**config.mk**
```make
export PLATFORM = sky130hd
export DESIGN_NAME = if_hart_sched_flat
export DESIGN_NICKNAME = d
export VERILOG_FILES = /design/src/rtl/if_hart_sched_if.sv /design/src/rtl/if_hart_sched.sv /design/src/flat_wrapper.sv
export SDC_FILE = /design/constraint.sdc
export NUM_CORES = 1
export LEC_CHECK = 0
export CAP_MARGIN = 20
export CORE_MARGIN = 2
export CORE_UTILIZATION = 47
export CTS_BUF_LIST = sky130_fd_sc_hd__clkbuf_4
export CTS_CLUSTER_DIAMETER = 80
export DETAILED_ROUTE_END_ITERATION = 10
export GPL_ROUTABILITY_DRIVEN = 0
export GPL_TIMING_DRIVEN = 0
export PLACE_DENSITY_LB_ADDON = 0.12
export SYNTH_ARGS = -nofsm -noshare
export SYNTH_HDL_FRONTEND = slang
export SYNTH_SLANG_ARGS = --single-unit
export TNS_END_PERCENT = 100
```
**constraint.sdc**
```tcl
create_clock -name clk -period 3.78 [get_ports clk]
set_clock_uncertainty 0.15 [all_clocks]
set_input_delay 0.945 -clock clk [delete_from_list [all_inputs] [get_ports clk]]
set_output_delay 0.945 -clock clk [all_outputs]
set_load 0.1 [all_outputs]
```
**src/rtl/if_hart_sched_if.sv**
```systemverilog
// Hart-control, redirect and fetch-request signals between the ID/EX stages and the IF hart scheduler.
// The master side drives commands and stall; the slave (scheduler) drives fetch requests and hart status.
interface if_hart_sched_if #(
    parameter int HART_NUM  = 4,
    parameter int HART_ID_W = 2,
    parameter int WORD_W    = 32
) ();
    logic                 stall;
    logic                 hkill;
    logic                 hstart;
    logic                 hidle;
    logic [HART_ID_W-1:0] set_hid;
    logic [HART_ID_W-1:0] hs_id;
    logic [WORD_W-1:0]    hs_pc;
    logic                 redir_en;
    logic [HART_ID_W-1:0] redir_hid;
    logic [WORD_W-1:0]    redir_pc;
    logic                 fetch_en;
    logic [HART_ID_W-1:0] fetch_hid;
    logic [WORD_W-1:0]    fetch_pc;
    logic [HART_NUM-1:0]  hart_active;

    modport master (
        output stall, hkill, hstart, hidle, set_hid, hs_id, hs_pc,
        output redir_en, redir_hid, redir_pc,
        input  fetch_en, fetch_hid, fetch_pc, hart_active
    );

    modport slave (
        input  stall, hkill, hstart, hidle, set_hid, hs_id, hs_pc,
        input  redir_en, redir_hid, redir_pc,
        output fetch_en, fetch_hid, fetch_pc, hart_active
    );
endinterface

```
**src/rtl/if_hart_sched.sv**
```systemverilog
// IF-stage hart scheduler: per-hart ACTIVE/IDLE state and PC, hart commands, EX redirects,
// and a round-robin pick of one active hart per cycle issued as a registered fetch request.
module if_hart_sched #(
    parameter int              HART_NUM  = 4,
    parameter int              HART_ID_W = 2,
    parameter int              WORD_W    = 32,
    parameter logic [WORD_W-1:0] RESET_PC = '0
) (
    input  logic           clk,
    input  logic           reset,
    if_hart_sched_if.slave hs
);
    typedef enum logic {IDLE = 1'b0, ACTIVE = 1'b1} hart_state_e;

    hart_state_e          state_q [HART_NUM];
    hart_state_e          state_d [HART_NUM];
    logic [WORD_W-1:0]    pc_q    [HART_NUM];
    logic [WORD_W-1:0]    pc_d    [HART_NUM];
    logic [HART_ID_W-1:0] rr_ptr_q, rr_ptr_d;
    logic                 fetch_en_q, fetch_en_d;
    logic [HART_ID_W-1:0] fetch_hid_q, fetch_hid_d;
    logic [WORD_W-1:0]    fetch_pc_q, fetch_pc_d;
    logic [HART_NUM-1:0]  hart_active_q, hart_active_d;

    logic [HART_NUM-1:0]  eligible;
    logic [HART_ID_W-1:0] sel, idx;
    logic                 found, issue;

    function automatic logic [WORD_W-1:0] pc_inc(input logic [WORD_W-1:0] pc);
        return pc + WORD_W'(4);
    endfunction

    // Harts being killed or idled this cycle must not be fetched from.
    always_comb begin
        eligible = '0;
        found    = 1'b0;
        sel      = rr_ptr_q;
        idx      = rr_ptr_q;
        for (int i = 0; i < HART_NUM; i++) begin
            eligible[i] = (state_q[i] == ACTIVE)
                        && !(hs.hkill && (hs.hs_id == HART_ID_W'(i)))
                        && !(hs.hidle && (hs.set_hid == HART_ID_W'(i)));
        end
        for (int k = 1; k <= HART_NUM; k++) begin
            idx = rr_ptr_q + HART_ID_W'(k);
            if (!found && eligible[idx]) begin
                found = 1'b1;
                sel   = idx;
            end
        end
        issue = found && !hs.stall;
    end

    // Later assignments win: increment < hidle < hstart < redirect < hkill.
    always_comb begin
        hart_active_d = '0;
        for (int i = 0; i < HART_NUM; i++) begin
            state_d[i] = state_q[i];
            pc_d[i]    = pc_q[i];
            if (issue && (sel == HART_ID_W'(i)))
                pc_d[i] = pc_inc(pc_q[i]);
            if (hs.hidle && (hs.set_hid == HART_ID_W'(i)))
                state_d[i] = IDLE;
            if (hs.hstart && (hs.hs_id == HART_ID_W'(i))) begin
                state_d[i] = ACTIVE;
                pc_d[i]    = hs.hs_pc;
            end
            if (hs.redir_en && (hs.redir_hid == HART_ID_W'(i)))
                pc_d[i] = hs.redir_pc;
            if (hs.hkill && (hs.hs_id == HART_ID_W'(i))) begin
                state_d[i] = IDLE;
                pc_d[i]    = '0;
            end
            hart_active_d[i] = (state_d[i] == ACTIVE);
        end
    end

    always_comb begin
        fetch_en_d  = fetch_en_q;
        fetch_hid_d = fetch_hid_q;
        fetch_pc_d  = fetch_pc_q;
        rr_ptr_d    = rr_ptr_q;
        if (!hs.stall) begin
            fetch_en_d = found;
            if (found) begin
                fetch_hid_d = sel;
                fetch_pc_d  = pc_q[sel];
                rr_ptr_d    = sel;
            end
        end
    end

    always_ff @(posedge clk) begin
        if (!reset) begin
            for (int i = 0; i < HART_NUM; i++) begin
                state_q[i] <= (i == 0) ? ACTIVE : IDLE;
                pc_q[i]    <= (i == 0) ? RESET_PC : '0;
            end
            rr_ptr_q      <= HART_ID_W'(HART_NUM - 1);
            fetch_en_q    <= 1'b0;
            fetch_hid_q   <= '0;
            fetch_pc_q    <= '0;
            hart_active_q <= HART_NUM'(1);
        end else begin
            for (int i = 0; i < HART_NUM; i++) begin
                state_q[i] <= state_d[i];
                pc_q[i]    <= pc_d[i];
            end
            rr_ptr_q      <= rr_ptr_d;
            fetch_en_q    <= fetch_en_d;
            fetch_hid_q   <= fetch_hid_d;
            fetch_pc_q    <= fetch_pc_d;
            hart_active_q <= hart_active_d;
        end
    end

    assign hs.fetch_en    = fetch_en_q;
    assign hs.fetch_hid   = fetch_hid_q;
    assign hs.fetch_pc    = fetch_pc_q;
    assign hs.hart_active = hart_active_q;
endmodule

```
**src/flat_wrapper.sv**
```systemverilog
// flat-port wrapper written by rule: the top's interface ports become plain ports
module if_hart_sched_flat 
#(
    parameter int              HART_NUM  = 4,
    parameter int              HART_ID_W = 2,
    parameter int              WORD_W    = 32,
    parameter logic [WORD_W-1:0] RESET_PC = '0
)
  (clk, reset, hs_stall, hs_hkill, hs_hstart, hs_hidle, hs_set_hid, hs_hs_id, hs_hs_pc, hs_redir_en, hs_redir_hid, hs_redir_pc, hs_fetch_en, hs_fetch_hid, hs_fetch_pc, hs_hart_active);
  if_hart_sched_if #(.HART_NUM(HART_NUM), .HART_ID_W(HART_ID_W), .WORD_W(WORD_W)) hs_i ();
  input  logic clk;
  input  logic reset;
  input wire logic [$bits(hs_i.stall)-1:0] hs_stall;
  input wire logic [$bits(hs_i.hkill)-1:0] hs_hkill;
  input wire logic [$bits(hs_i.hstart)-1:0] hs_hstart;
  input wire logic [$bits(hs_i.hidle)-1:0] hs_hidle;
  input wire logic [$bits(hs_i.set_hid)-1:0] hs_set_hid;
  input wire logic [$bits(hs_i.hs_id)-1:0] hs_hs_id;
  input wire logic [$bits(hs_i.hs_pc)-1:0] hs_hs_pc;
  input wire logic [$bits(hs_i.redir_en)-1:0] hs_redir_en;
  input wire logic [$bits(hs_i.redir_hid)-1:0] hs_redir_hid;
  input wire logic [$bits(hs_i.redir_pc)-1:0] hs_redir_pc;
  output wire logic [$bits(hs_i.fetch_en)-1:0] hs_fetch_en;
  output wire logic [$bits(hs_i.fetch_hid)-1:0] hs_fetch_hid;
  output wire logic [$bits(hs_i.fetch_pc)-1:0] hs_fetch_pc;
  output wire logic [$bits(hs_i.hart_active)-1:0] hs_hart_active;
  assign hs_i.stall = hs_stall;
  assign hs_i.hkill = hs_hkill;
  assign hs_i.hstart = hs_hstart;
  assign hs_i.hidle = hs_hidle;
  assign hs_i.set_hid = hs_set_hid;
  assign hs_i.hs_id = hs_hs_id;
  assign hs_i.hs_pc = hs_hs_pc;
  assign hs_i.redir_en = hs_redir_en;
  assign hs_i.redir_hid = hs_redir_hid;
  assign hs_i.redir_pc = hs_redir_pc;
  assign hs_fetch_en = hs_i.fetch_en;
  assign hs_fetch_hid = hs_i.fetch_hid;
  assign hs_fetch_pc = hs_i.fetch_pc;
  assign hs_hart_active = hs_i.hart_active;
  if_hart_sched #(.HART_NUM(HART_NUM), .HART_ID_W(HART_ID_W), .WORD_W(WORD_W), .RESET_PC(RESET_PC)) u_core (.clk(clk), .reset(reset), .hs(hs_i));
endmodule
```
==> tab_implementation.tex <==
\begin{tabular}{lr}
\hline
Metric & Value \\
\hline
\multicolumn{2}{l}{\textbf{Power and ir drop}} \\
Maximum vdd ir drop & about 0.00020 V \\
Leak Pwr & roughly 4.4 nW \\
Pwr dens & approximately 370 nW/um\^{}2 \\
\multicolumn{2}{l}{\textbf{Logic synthesis}} \\
Sequential-to-total area share from yosys stat & around 31\% \\
Synth warn & 0 \\
Most common flop cell mapped by yosys & dfxtp\_1 \\
Synth Net Count & approximately 1.5k \\
Mean post-synth cell area & between 7 and 8 sq um \\
Top-area cell type share of the netlist area & between 30\% and 40\% \\
Largest area contributor in the synthesized netlist & dfxtp\_1 \\
Distinct cell type count of the synthesized netlist & 74 \\
EDFF count, synth & 0 \\
Syn Inst Count & $\sim$1.5k \\
Total of flip-flops plus latches after synthesis & $\sim$170 \\
Cell area after synthesis & between 10000 and 15000 sq um \\
Area contributors post-synth & dfxtp\_1, a21oi\_1, o21ai\_0 \\
Share of flip-flops with an asynchronous set or reset after synthesis & 0\% \\
\multicolumn{2}{l}{\textbf{Placed design}} \\
Input/output buffers & around 110 \\
Cell count after placement & between 1.5k and 2k \\
Half-perimeter wire length of the detailed placement result & roughly 36000 um \\
\multicolumn{2}{l}{\textbf{Clock tree}} \\
\# H-tree levels & 4 \\
Post-CTS Setup Inserts & 0 \\
Sink Count & 172 \\
CTS root buffer & clkbuf\_4 \\
TritonCTS clock tree & done \\
Cts bufs inserted & 17 \\
Later-pin clock latency in the skew report & approximately 0.64 ns \\
Clock transition at the registers of the reported paths & $\sim$0.13 ns \\
Maximum number of buffers from clock root to sink & 2 \\
\multicolumn{2}{l}{\textbf{Job}} \\
Max-cap violations & 0 \\
\multicolumn{2}{l}{\textbf{Floorplan}} \\
Starting utilization of the core area & between 40\% and 50\% \\
X dimension of the die & around 160 um \\
Area of the placeable core & $\sim$23000 sq um \\
Die span in y & 158 um \\
Num ports & around 120 \\
Number of standard-cell rows in the floorplan & 56 \\
Area of the die & approximately 25000 sq um \\
\multicolumn{2}{l}{\textbf{STA}} \\
Setup repair after global routing missed its margin & yes \\
Final critical delay including setup and external delays & between 3 and 4 ns \\
Final total negative setup slack & 0 ns \\
Worst relative slew slack & approximately 30\% \\
Pins Over Slew Limit & 0 \\
Max Clock Freq & 272 MHz \\
Post-route clock period utilization & 97.1\% \\
Final hold vios & 0 \\
Hold WS & roughly 0.33 ns \\
Worst Max-Slew Pin Slew & roughly 1.1 ns \\
Setup-violating endpoint count in the final report & 0 \\
\multicolumn{2}{l}{\textbf{Global route}} \\
Number of antenna violations at the first check in global routing & 1 \\
Total routing usage reported by global routing & 37.1\% \\
Pin count of the biggest net entering global routing & 17 \\
First-pass GRT wire length & just under 70000 um \\
Vias in the first global route & 11.5k \\
Overall overflow remaining after global route & 0 \\
\multicolumn{2}{l}{\textbf{Worst setup path}} \\
Critical path required time & around 4.2 ns \\
Launching element of the worst setup path & hs\_hs\_id[1] \\
Stage delay of the slowest cell on the critical path & 0.56 ns \\
Type of element capturing the critical path & flop \\
WP data arrival & around 4 ns \\
Total number of cells along the worst setup path & 10 \\
Crit-path slowest cell & clkbuf\_1 \\
RR Startpoint & u\_core.pc\_q[1][4] \\
Critical path peak fanout & 10 \\
Last element of the critical path & u\_core.pc\_q[3][27] \\
Worst flop-to-flop path endpoint & u\_core.pc\_q[1][27] \\
Depth of the worst register-to-register path & 8 \\
Critical path start-end classification & primary input to flop \\
Worst path bufs/invs & 3 \\
Cells along the critical path & clkdlybuf4s50\_1 > buf\_2 > nand3b\_1 > nand4\_1 > a21boi\_1 > o221ai\_1 > o21ai\_0 > clkbuf\_1 > a21oi\_1 > a211oi\_1 \\
Family with the most delay on the worst path & compound AO/OA/AOI/OAI gates \\
Reg-to-reg setup timing slack & $\sim$0.83 ns \\
Worst Setup Start Kind & primary input \\
\multicolumn{2}{l}{\textbf{Final layout}} \\
Number of filler cells placed in the layout & between 2k and 2.5k \\
Nets & about 1.7k \\
Layout Area Growth over Synthesis & 16.6\% \\
Area taken by flip-flops and latches & 3440 sq um \\
Cell Count, Final, Fillers Out & 1928 \\
Area of combinational cells with multiple inputs & 7140 sq um \\
Share of post-route cells with drive strength above 1 & under 10\% \\
\multicolumn{2}{l}{\textbf{Drt}} \\
Total routed wirelength & about 46000 um \\
Number of detailed-route iterations in the first pass & 7 \\
Count of routing violations after the opening detailed-route iteration & $\sim$2.2k \\
DRC errors left & 0 \\
Detailed-route vias per instance & approximately 6.6 \\
Detail-routed net length per standard cell & $\sim$24 um \\
Antenna viol nets, final & 0 \\
Routed via count & around 13k \\
\multicolumn{2}{l}{\textbf{Hold path}} \\
Hold Path Depth & 2 \\
Type of the worst min-delay path & flop to flop \\
\multicolumn{2}{l}{\textbf{Outcome}} \\
Run status & completed \\
\hline
\end{tabular}
==> final cells by class <==
class / instances / share of cell area (%)
repair buffers: 115 / 8.84
flip-flops and latches: 172 / 26.6
multi-input cells: 1156 / 55.1
diodes: 1 / 0.0193
clock inverters: 14 / 0.994
well taps: 319 / 3.08
clock buffers: 18 / 1.04
plain buffers: 109 / 3.68
inverters: 24 / 0.695
==> worst register-to-register path: stages, from the launching register on <==
cell	delay, ns
dfxtp_1	0.33
clkbuf_1	0.27
nand4_1	0.30
nor4_2	0.99
nand4_1	0.20
xor2_1	0.20
a21oi_1	0.18
a21oi_1	0.06
a21oi_1	0.19
==> power breakdown <==
group	total, mW	internal [mW]	leakage [nW]	switching [mW]
Combinational	1.52	0.518	2.81	1.00
Clock	1.08	0.388	0.145	0.696
Sequential	2.16	1.96	1.41	0.198
==> metrics by stage <==
stage	setup slack (ns)	power (mW)	util, %	instance area (sq um)
after global placement	-0.636	3.63	54.2	12700
final	0.108	4.77	55.5	13000
after detailed placement	-0.630	3.65	54.3	12700
after floorplan	0.655	3.11	-	11100
after global routing	-0.0102	4.96	55.5	13000
after CTS	0.0900	4.70	55.4	12900
==> synth_stat cells, types with 4 or more instances <==
library cell and instances:
nor2_1 125, mux2_2 20, a311oi_1 4, buf_4 4, and4_1 10, xnor2_1 29, o211ai_1 14, a211oi_1 63
nand2_1 89, or4_1 5, and2_1 12, clkbuf_1 74, ha_1 4, o31ai_1 16, mux2_4 10, nor4_1 8
a31oi_1 15, dfxtp_1 172, nor3_1 39, nand3b_1 5, o22ai_1 9, xor2_1 39, and3_1 18, a22o_1 6
nand4_1 30, inv_1 24, o221ai_1 18, nor3b_1 4, a22oi_1 49, buf_1 8, o21ai_0 151, o21ai_1 13
mux2i_1 35, nand3_1 56, buf_2 20, o311ai_0 6, a21oi_1 192, or3_1 7
==> worst min path at each step <==
stage / end / slack, ns / start
final: u_core.hs.fetch_hid[1] / 0.33 / u_core.hs.fetch_hid[1]
after global routing: u_core.hs.fetch_hid[1] / 0.37 / u_core.hs.fetch_hid[1]
after CTS: u_core.hs.fetch_hid[1] / 0.33 / u_core.hs.fetch_hid[1]
after detailed placement: u_core.hs.fetch_hid[1] / 0.31 / u_core.hs.fetch_hid[1]
after global placement: u_core.hs.fetch_hid[1] / 0.31 / u_core.hs.fetch_hid[1]
after floorplan: u_core.pc_q[3][15] / 0.30 / u_core.pc_q[3][15]
==> sequential cells by signal (all words and copies together) (netlist names) <==
signal,count
u_core.rr_ptr_q,2
u_core.hs.fetch_en,1
u_core.hs.fetch_pc,32
u_core.state_q,3
u_core.hs.fetch_hid,2
u_core.hs.hart_active,4
u_core.pc_q,128
==> logic make-up (layout without fill, tap and decap cells) <==
group           Yosys count  after routing  share of synthesized area (%)
mux                      65             65                           6.53
other cells               0              1                              0
buf+inv                 133            280                           5.00
flops                   172            172                           31.0
simple gates            430            430                           19.2
compound gates          589            589                           32.4
fa+ha+maj                 4              4                          0.450
xor+xnor                 68             68                           5.36
==> placed cells by master, fill, tap and decap left out, types with 5 or more instances in the layout <==
cell and count:
or4_1 5, clkdlybuf4s50_1 114, a31oi_1 15, o22ai_1 9, o211ai_1 14, clkbuf_4 21
and4_1 10, a211oi_1 62, nand4_1 30, nand2_1 89, nand3b_1 5, o21ai_1 13
or3_1 7, buf_1 8, nor4_1 8, dfxtp_1 172, o311ai_0 6, clkbuf_1 71
o221ai_1 18, a21oi_1 192, mux2_4 10, and3_1 18, buf_2 18, xnor2_1 29
nor2_1 124, o21ai_0 151, o31ai_1 16, a22o_1 6, mux2i_1 35, and2_1 12
a22oi_1 49, inv_1 24, nand3_1 56, xor2_1 39, mux2_2 20, nor3_1 39
==> repair_timing <==
action | CTS | global route
cloned | 0 | 0
hold buffers | 0 | 0
endpoints found under the setup margin | 1 | 36
resized for setup | 1 | 12
==> routing by layer <==
metal / wire, um / part of all wire [%] / up-vias / track usage (%)
li1: - / - / 5769 / -
met1: 18000 / 39 / 5907 / 48.4
met2: 20400 / 44 / 861 / 58.1
met3: 6000 / 13 / 157 / 9.44
met4: 1860 / 4.0 / 0 / 15.5
met5: 0 / 0 / - / 0
No activity file was read; power rests on OpenSTA's default activity.
